$ cat src/rtl/hazard_ctrl_pkg.sv
// Shared encodings for the pipeline hazard controller: opcodes, forwarding selects, FSM states.
package hazard_ctrl_pkg;

  localparam logic [6:0] OP_LUI   = 7'b0110111;
  localparam logic [6:0] OP_AUIPC = 7'b0010111;
  localparam logic [6:0] OP_JAL   = 7'b1101111;
  localparam logic [6:0] OP_JALR  = 7'b1100111;
  localparam logic [6:0] OP_BRA   = 7'b1100011;
  localparam logic [6:0] OP_LOAD  = 7'b0000011;
  localparam logic [6:0] OP_STORE = 7'b0100011;
  localparam logic [6:0] OP_ALUI  = 7'b0010011;
  localparam logic [6:0] OP_ALU   = 7'b0110011;

  localparam logic [1:0] FWD_REG   = 2'b00;
  localparam logic [1:0] FWD_EXMEM = 2'b01;
  localparam logic [1:0] FWD_MEMWB = 2'b10;

  typedef enum logic [1:0] {
    HZ_RUN      = 2'b00,
    HZ_MEM_WAIT = 2'b01,
    HZ_FLUSH    = 2'b10
  } hz_state_e;

  function automatic logic op_uses_rs1(input logic [6:0] op);
    case (op)
      OP_JALR, OP_BRA, OP_LOAD, OP_STORE, OP_ALUI, OP_ALU: op_uses_rs1 = 1'b1;
      default:                                             op_uses_rs1 = 1'b0;
    endcase
  endfunction

  function automatic logic op_uses_rs2(input logic [6:0] op);
    case (op)
      OP_BRA, OP_STORE, OP_ALU: op_uses_rs2 = 1'b1;
      default:                  op_uses_rs2 = 1'b0;
    endcase
  endfunction

endpackage

$ cat src/rtl/hazard_ctrl_fwd_unit.sv
// Combinational EX operand forwarding selects and WB-to-ID bypass bits.
module hazard_fwd_unit
  import hazard_ctrl_pkg::*;
(
  input  logic [4:0] id_rs1,
  input  logic [4:0] id_rs2,
  input  logic       uses_rs1,
  input  logic       uses_rs2,
  input  logic [4:0] ex_rs1,
  input  logic [4:0] ex_rs2,
  input  logic [4:0] mem_rd,
  input  logic       mem_regwrite,
  input  logic [4:0] wb_rd,
  input  logic       wb_regwrite,
  output logic [1:0] fwd_a,
  output logic [1:0] fwd_b,
  output logic [1:0] id_wb_bypass
);

  logic mem_valid, wb_valid;

  assign mem_valid = mem_regwrite && (mem_rd != 5'd0);
  assign wb_valid  = wb_regwrite && (wb_rd != 5'd0);

  // EX/MEM is younger than MEM/WB, so it wins when both match
  always_comb begin
    fwd_a = FWD_REG;
    if (mem_valid && (mem_rd == ex_rs1))     fwd_a = FWD_EXMEM;
    else if (wb_valid && (wb_rd == ex_rs1))  fwd_a = FWD_MEMWB;
    fwd_b = FWD_REG;
    if (mem_valid && (mem_rd == ex_rs2))     fwd_b = FWD_EXMEM;
    else if (wb_valid && (wb_rd == ex_rs2))  fwd_b = FWD_MEMWB;
  end

  // ID reads the regfile in the same cycle WB writes it
  always_comb begin
    id_wb_bypass[1] = wb_valid && uses_rs1 && (wb_rd == id_rs1);
    id_wb_bypass[0] = wb_valid && uses_rs2 && (wb_rd == id_rs2);
  end

endmodule

$ cat src/rtl/hazard_ctrl.sv
// Pipeline hazard controller: load-use bubbles, branch flushes, dmem wait freeze, counters.
module hazard_ctrl
  import hazard_ctrl_pkg::*;
#(
  parameter int unsigned FLUSH_CYCLES = 1,
  parameter int unsigned CNT_W        = 32
) (
  input  logic             clk,
  input  logic             rst,
  input  logic [6:0]       id_opcode,
  input  logic [4:0]       id_rs1,
  input  logic [4:0]       id_rs2,
  input  logic [4:0]       ex_rs1,
  input  logic [4:0]       ex_rs2,
  input  logic [4:0]       ex_rd,
  input  logic             ex_regwrite,
  input  logic             ex_is_load,
  input  logic             ex_branch_taken,
  input  logic [4:0]       mem_rd,
  input  logic             mem_regwrite,
  input  logic [4:0]       wb_rd,
  input  logic             wb_regwrite,
  input  logic             dmem_req,
  input  logic             dmem_ready,
  output logic             if_keep,
  output logic             id_keep,
  output logic             id_nop,
  output logic             if_flush,
  output logic [1:0]       fwd_a,
  output logic [1:0]       fwd_b,
  output logic [1:0]       id_wb_bypass,
  output logic [CNT_W-1:0] stall_cnt,
  output logic [15:0]      flush_cnt,
  output logic [1:0]       state
);

  localparam logic [2:0] FlushReload = 3'(FLUSH_CYCLES - 1);

  hz_state_e        state_q, state_d;
  logic [2:0]       flush_left_q, flush_left_d;
  logic             pend_flush_q, pend_flush_d;
  logic [CNT_W-1:0] stall_cnt_q, stall_cnt_d;
  logic [15:0]      flush_cnt_q, flush_cnt_d;

  logic uses_rs1, uses_rs2, load_use, mem_stall, flush_evt;
  logic [1:0] fwd_a_raw, fwd_b_raw, bypass_raw;

  assign uses_rs1  = op_uses_rs1(id_opcode);
  assign uses_rs2  = op_uses_rs2(id_opcode);
  assign load_use  = ex_is_load && ex_regwrite && (ex_rd != 5'd0) &&
                     ((uses_rs1 && (id_rs1 == ex_rd)) || (uses_rs2 && (id_rs2 == ex_rd)));
  assign mem_stall = dmem_req && !dmem_ready;
  // A branch held back by a freeze is replayed through pend_flush
  assign flush_evt = ex_branch_taken || pend_flush_q;

  hazard_fwd_unit u_fwd (
    .id_rs1       (id_rs1),
    .id_rs2       (id_rs2),
    .uses_rs1     (uses_rs1),
    .uses_rs2     (uses_rs2),
    .ex_rs1       (ex_rs1),
    .ex_rs2       (ex_rs2),
    .mem_rd       (mem_rd),
    .mem_regwrite (mem_regwrite),
    .wb_rd        (wb_rd),
    .wb_regwrite  (wb_regwrite),
    .fwd_a        (fwd_a_raw),
    .fwd_b        (fwd_b_raw),
    .id_wb_bypass (bypass_raw)
  );

  // State register and counters
  always_ff @(posedge clk) begin
    if (rst) begin
      state_q      <= HZ_RUN;
      flush_left_q <= 3'd0;
      pend_flush_q <= 1'b0;
      stall_cnt_q  <= '0;
      flush_cnt_q  <= 16'd0;
    end else begin
      state_q      <= state_d;
      flush_left_q <= flush_left_d;
      pend_flush_q <= pend_flush_d;
      stall_cnt_q  <= stall_cnt_d;
      flush_cnt_q  <= flush_cnt_d;
    end
  end

  // Next-state: freeze > flush event > flush countdown > run
  always_comb begin
    state_d      = state_q;
    flush_left_d = flush_left_q;
    pend_flush_d = pend_flush_q;
    flush_cnt_d  = flush_cnt_q;
    stall_cnt_d  = stall_cnt_q;
    if (if_keep && (stall_cnt_q != '1)) stall_cnt_d = stall_cnt_q + 1'b1;
    if (mem_stall) begin
      // A freeze during FLUSH keeps the remaining flush cycles for later
      state_d = (state_q == HZ_FLUSH) ? HZ_FLUSH : HZ_MEM_WAIT;
      if (ex_branch_taken) pend_flush_d = 1'b1;
    end else if (flush_evt) begin
      pend_flush_d = 1'b0;
      if (flush_cnt_q != 16'hFFFF) flush_cnt_d = flush_cnt_q + 16'd1;
      if (FLUSH_CYCLES > 1) begin
        flush_left_d = FlushReload;
        state_d      = HZ_FLUSH;
      end else begin
        flush_left_d = 3'd0;
        state_d      = HZ_RUN;
      end
    end else if (state_q == HZ_FLUSH) begin
      if (flush_left_q != 3'd0) flush_left_d = flush_left_q - 3'd1;
      if (flush_left_q <= 3'd1) state_d = HZ_RUN;
    end else begin
      state_d = HZ_RUN;
    end
  end

  // Pipeline controls, combinational from state and current inputs
  always_comb begin
    if_keep  = 1'b0;
    id_keep  = 1'b0;
    id_nop   = 1'b0;
    if_flush = 1'b0;
    if (rst) begin
      id_nop   = 1'b1;
      if_flush = 1'b1;
    end else if (mem_stall) begin
      if_keep = 1'b1;
      id_keep = 1'b1;
    end else if (flush_evt || (state_q == HZ_FLUSH)) begin
      id_nop   = 1'b1;
      if_flush = 1'b1;
    end else if (load_use) begin
      id_nop  = 1'b1;
      if_keep = 1'b1;
    end
  end

  assign fwd_a        = rst ? FWD_REG : fwd_a_raw;
  assign fwd_b        = rst ? FWD_REG : fwd_b_raw;
  assign id_wb_bypass = rst ? 2'b00 : bypass_raw;
  assign stall_cnt    = stall_cnt_q;
  assign flush_cnt    = flush_cnt_q;
  assign state        = state_q;

endmodule

$ cat config.mk
export PLATFORM = sky130hd
export DESIGN_NAME = hazard_ctrl
export DESIGN_NICKNAME = d
export VERILOG_FILES = /design/src/rtl/hazard_ctrl_pkg.sv /design/src/rtl/hazard_ctrl_fwd_unit.sv /design/src/rtl/hazard_ctrl.sv
export SDC_FILE = /design/constraint.sdc
export NUM_CORES = 1
export LEC_CHECK = 0
export CAP_MARGIN = 20
export CORE_MARGIN = 4
export CORE_UTILIZATION = 46
export DETAILED_ROUTE_END_ITERATION = 6
export PLACE_DENSITY_LB_ADDON = 0.15
export SLEW_MARGIN = 10
export SYNTH_ARGS = -nofsm -noshare
export SYNTH_HDL_FRONTEND = slang
export SYNTH_HIERARCHICAL = 1
export SYNTH_SLANG_ARGS = --single-unit
export TNS_END_PERCENT = 5
$ cat constraint.sdc
create_clock -name clk -period 3.21 [get_ports clk]
set_clock_uncertainty 0.05 [all_clocks]
set_input_delay 0.642 -clock clk [delete_from_list [all_inputs] [get_ports clk]]
set_output_delay 0.642 -clock clk [all_outputs]
set_load 0.01 [all_outputs]
==> results of run 1 <==
layout by cell type, fill, tap and decap left out, types with 4 or more instances in the layout:
cell,count
clkbuf_8,6
clkdlybuf4s50_1,103
o21ai_0,6
xnor2_1,31
or3_1,7
xor2_1,28
nor2b_1,13
nor3_1,13
dfxtp_1,54
nor2_1,37
nand3b_1,6
o31ai_1,11
and4_1,4
nand2_1,20
nand2b_1,5
or4_1,13
nand4_1,11
inv_1,11
a21oi_1,25
nand3_1,28
ha_1,5
buf_4,37
o21ai_1,5
cell usage after synthesis, drive strengths merged (3+ instances only):
cell type and count:
dfxtp 54, mux2 5, nor2 39, nor2b 13, buf 7, xnor2 31, nand3 29, or3 7
clkbuf 11, and4 5, nand2 21, nand3b 7, o41ai 3, inv 11, nand2b 5, nand4 11
xor2 28, ha 5, o31ai 11, o21ai 15, or4 13, nor4 4, a21oi 27, nor3 15
metrics by stage:
stage / total power [mW] / hold WS, ns / utilization / instance area [sq um]
finish: 1.327 / 0.4235 / 0.7009 / 4867
global route: 1.385 / 0.4593 / 0.7009 / 4867
CTS: 1.331 / 0.4313 / 0.6973 / 4842
detailed placement: 0.9475 / 0.4150 / 0.6840 / 4750
global placement: 0.9425 / 0.3909 / 0.6840 / 4750
floorplan: 0.8110 / 0.3819 / - / 3352
worst max path at each step:
stage                                 end  slack [ns]    startpoint
after floorplan                   if_keep        0.64  id_opcode[3]
after global placement             id_nop       -0.20  id_opcode[0]
after detailed placement           id_nop       -0.22  id_opcode[0]
after CTS                 id_wb_bypass[1]       -0.05      wb_rd[2]
after global routing             fwd_b[0]       -0.04     mem_rd[3]
final                            fwd_b[0]        0.05     mem_rd[0]
state kept, by name (all words and copies together) (netlist names):
| name | count |
|---|---|
| pend_flush_q | 1 |
| flush_cnt | 16 |
| state | 2 |
| flush_left_q | 3 |
| stall_cnt | 32 |
area by class of cell:
| cell class | instances | area, sq um |
|---|---|---|
| fill | 581 | 2077 |
| multi-input combinational | 315 | 2165 |
| tap | 96 | 120.1 |
| inverter | 11 | 41.29 |
| sequential | 54 | 1081 |
| timing repair buffer | 147 | 1369 |
| clock buffer | 7 | 86.33 |
| clock inverter | 1 | 5.005 |
routing by layer:
| metal | vias up | part of all wire |
|---|---|---|
| met5 | - | 0 |
| met4 | 0 | 0.012 |
| met3 | 10 | 0.034 |
| met2 | 70 | 0.52 |
| met1 | 1613 | 0.44 |
| li1 | 1699 | - |
worst max-delay path, cell delays in order:
cell             delay, ns
clkdlybuf4s50_1       0.41
or4_1                 0.53
o21ai_2               0.19
nor4_2                0.08
nor2b_1               0.13
clkdlybuf4s50_1       0.48
cells by family after synthesis:
kind of cell / count (synthesis) / share of synthesized area
adder cells (fa/ha/maj): 5 / 0.01866
AO/OA/AOI/OAI: 67 / 0.1441
XOR/XNOR: 59 / 0.1542
flip-flops: 54 / 0.3225
AND/OR/NAND/NOR: 177 / 0.2968
buffers and inverters: 29 / 0.03882
multiplexers: 7 / 0.02501
power breakdown:
part / switching [mW] / total [mW] / internal, mW / leakage [nW]
sequential: 0.00619 / 0.683 / 0.676 / 0.436
clock: 0.216 / 0.390 / 0.175 / 0.0482
combinational: 0.113 / 0.254 / 0.141 / 1.19
total: 0.335 / 1.33 / 0.992 / 1.68
repair_timing:
action	CTS	global route
gates resized for setup	6	9
buffers inserted	0	1
endpoints found under the setup margin	6	6
pin swaps	0	2
==> results.toml, run 1 <==
[status]
status = "completed"

[detailed_routing]
dr.first_iter.drc_count = 87
final_antenna_net_count = 0
totalWireLength_microns = 9476
firstDrtPassIters = 4
via_per_inst = 5.376
drc = 0
vias = 3392
routedWlPerCell_microns = 15.02

[synth]
synth_top_area_cell = "dfxtp_1"
ys_seq_area_frac = 0.3225
synth_top_area_frac = 0.3225
netlist_instances = 398
synth_edf_count = 0
synth_area_per_cell_sq_um = 8.422
ys_warn_count = 6
yosys-top-cells-area = "dfxtp_1, xnor2_1, xor2_1"
async_reset_ff_frac = 0
syn_nets = 454
postSynthRegisterBits = 54
synth.cell_area_sq_um = 3352
synthFlopType = "dfxtp_1"
synthDistinctLibCells = 60

[final_layout]
drive_gt1_frac = 0.1346
stdcell_count = 631
fin_nets = 590
area_growth_syn_to_layout_pct = 45.20
diodes = 0

[clock_network]
clk_latency_ns = 0.31
root_buffer = "clkbuf_8"
numCtsBuffers = 5
clk_pin_slew_worst_paths_ns = 0.08
htree_num_levels = 2
cts_hold_buf = 0
clock_path_buffers = 2
cts_sinks = 54
tritoncts = "yes"

[setup_path]
crit_fanout = 2
crit_path_end_kind = "output port"
reg2reg_slack_ns = 0.59
required_ns = 2.52
reg2reg_depth = 10
reg2reg_from = "stall_cnt[0]"
crit_arrival_ns = 2.47
start_kind = "primary input"
r2r-end = "stall_cnt[1]"
path_class = "primary input to output port"

[run]
drv_cap = 0

[hold_path]
worstHoldStart = "flush_left_q[1]"
min_to = "flush_left_q[1]"
whs_path_depth = 2
hp-class = "flop to flop"

[power_and_ir_drop]
peakVddDrop_v = 0.0002447
power_density_nw_per_um2 = 272.7
p_leak_nw = 1.678

[timing]
hold_viol = 0
setup_slack_ns = 0.04865
finalCritPeriodShare = 0.9848
rsz0062_at_grt = "true"
setup_viol = 0
fmax_mhz = 316.3
slew_headroom = 0.5984
tns_ns = 0
layout_min_cycle_time_ns = 3.161
tightest_slew_ns = 0.6024
slew_viol_final = 0

[global_routing]
grt_use_met1 = 0.2765
grtUsageTotal = 0.2165
top_usage_layer = "met2"
use_met3 = 0.03138
grt_pass1_vias = 3269
gr-total-overflow = 0
use_met2 = 0.3800
antenna_found_initial = 0
grt_max_degree = 60
grt_pass1_wl_microns = 15470

[place]
place.gp.congestion = 0.9045
place_ws_ns = -0.2217
dp_cells = 622
buffer_ports.inserted = 110
dp_hpwl_microns = 7393

[die]
ioPinCount = 111
chipWidth_microns = 93.37
die_h_microns = 93.37
rows = 30
core_sq_um = 6944
initial_core_util = 0.4827
die_area_sq_um = 8717
(Power assumes the default switching activity.)
==> run 2, diff against run 1 <==
Settings changed: GPL_TIMING_DRIVEN from default to 0, SLEW_MARGIN 10 to default.
==> results.toml, run 2 (synthesized netlist as in run 1, its figures left out) <==
[power_and_ir_drop]
peakVddDrop_v = 0.0002112
p_sw_mw = 0.3426
p_leak_nw = 1.540
power_density_nw_per_um2 = 294.6
p_clk_frac = 0.336
comb_power_share = 0.166
p_int_mw = 1.028
p_seq_frac = 0.499
sw_frac_of_total = 0.2500

[final_layout]
final_common_cell = "clkdlybuf4s50_1"
largest_register_ffs = 32
area_growth_syn_to_layout_pct = 38.78
layout_common_cells = "clkdlybuf4s50_1, dfxtp_1, nor2_1"
utilization = 0.6699
fin_nets = 568
diodes = 0
drive_gt1_frac = 0.09357
final_cell_area_sq_um = 4652
fillers = 584

[global_routing]
grt_pass1_wl_microns = 15640
gr-total-overflow = 0
grtUsageTotal = 0.2213
grt_pass1_vias = 3202
grt_max_degree = 17
antenna_found_initial = 0

[timing]
finalCritPeriodShare = 0.9630
setup_viol = 0
layout_min_cycle_time_ns = 3.091
rsz0062_at_grt = "false"
slew_headroom = 0.6051
tns_ns = 0
slew_viol_final = 0
fmax_mhz = 323.5
tightest_slew_ns = 0.5924
hold_viol = 0

[setup_path]
crit_fanout = 3
required_ns = 2.52
crit_arrival_ns = 2.40
start_kind = "primary input"
crit_path_end_kind = "output port"
path_class = "primary input to output port"

[clock_network]
cts_sinks = 54
clk_pin_slew_worst_paths_ns = 0.10
numCtsBuffers = 5
clk_latency_ns = 0.30
htree_num_levels = 2
root_buffer = "clkbuf_8"
tritoncts = "yes"
clock_path_buffers = 2

[die]
die_h_microns = 93.37
die_area_sq_um = 8717
chipWidth_microns = 93.37
core_sq_um = 6944
initial_core_util = 0.4827
rows = 30
ioPinCount = 111

[run]
drv_cap = 0

[detailed_routing]
drc = 0
vias = 3375
totalWireLength_microns = 9570
dr.first_iter.drc_count = 121
via_per_inst = 5.542
firstDrtPassIters = 5
final_antenna_net_count = 0
routedWlPerCell_microns = 15.71

[place]
place_area_sq_um = 4523
place.gp.congestion = 0.8438
dp_hpwl_microns = 7465
buffer_ports.inserted = 105

[hold_path]
hp-class = "flop to flop"

[status]
status = "completed"
## run 2: worst paths after layout
check	from	end	slack, ns	cells after the start
setup / recovery	mem_rd[0]	fwd_b[1]	0.12	7
hold / removal	flush_left_q[1]	flush_left_q[1]	0.44	2
setup reg to reg	stall_cnt[0]	stall_cnt[30]	0.52	9
hold reg to reg	flush_left_q[1]	flush_left_q[1]	0.44	2
## run 2: repair_timing
action / in CTS / in global routing
resized for setup: 11 / 13
buffers inserted: 2 / 0
endpoints found under the setup margin: 7 / 6
hold buffers: 0 / 0
pin swaps: 2 / 1
## run 2: per-stage QoR
step           setup WS, ns  instances  hold WS [ns]  power [mW]
2_1_floorplan        0.6413        398        0.3819      0.8110
3_3_place_gp        -0.5022        599        0.3920      0.9168
3_5_place_dp        -0.5256        599        0.3964      0.9228
4_1_cts             0.01023        609        0.4460       1.374
5_1_grt            0.003266        609        0.4648       1.428
6_report             0.1188        609        0.4436       1.370
## run 2: area by class of cell
cell class	instances	area [sq um]	area share
clock buffers	6	72.57	0.01560
clock inverters	2	37.54	0.008069
inverters	11	41.29	0.008876
well taps	96	120.1	0.02582
repair buffers	107	1045	0.2246
plain buffers	18	88.84	0.01910
multi-input cells	315	2166	0.4656
flip-flops and latches	54	1081	0.2324
## run 2: worst max-delay path, cell delays in order
cell             delay, ns
clkdlybuf4s50_1       0.47
or4_1                 0.56
o21ai_2               0.19
nor4_2                0.08
nor3_2                0.16
nor2b_1               0.14
clkbuf_2              0.14
## run 2: metal layers
metal	routed length (microns)	vias up	track usage
li1	-	1653	-
met2	4879	96	0.3853
met4	161	0	0.06227
met5	0	-	0
met1	4065	1614	0.2824
met3	464	12	0.03379
## run 2: power groups by stage
stage	Sequential (mW)	Combinational (mW)	Clock (mW)
after floorplan	0.699	0.112	0
after global placement	0.698	0.219	0
after detailed placement	0.698	0.225	0
after CTS	0.683	0.227	0.464
after global routing	0.684	0.247	0.496
final	0.683	0.227	0.460
==> run 3, diff against run 2 <==
Settings changed: ABC_CLOCK_PERIOD_IN_PS from default to 3210, SLEW_MARGIN from default to 10.
==> results of run 3 <==
The final DEF is identical to that of run 2; final timing and power are the same.
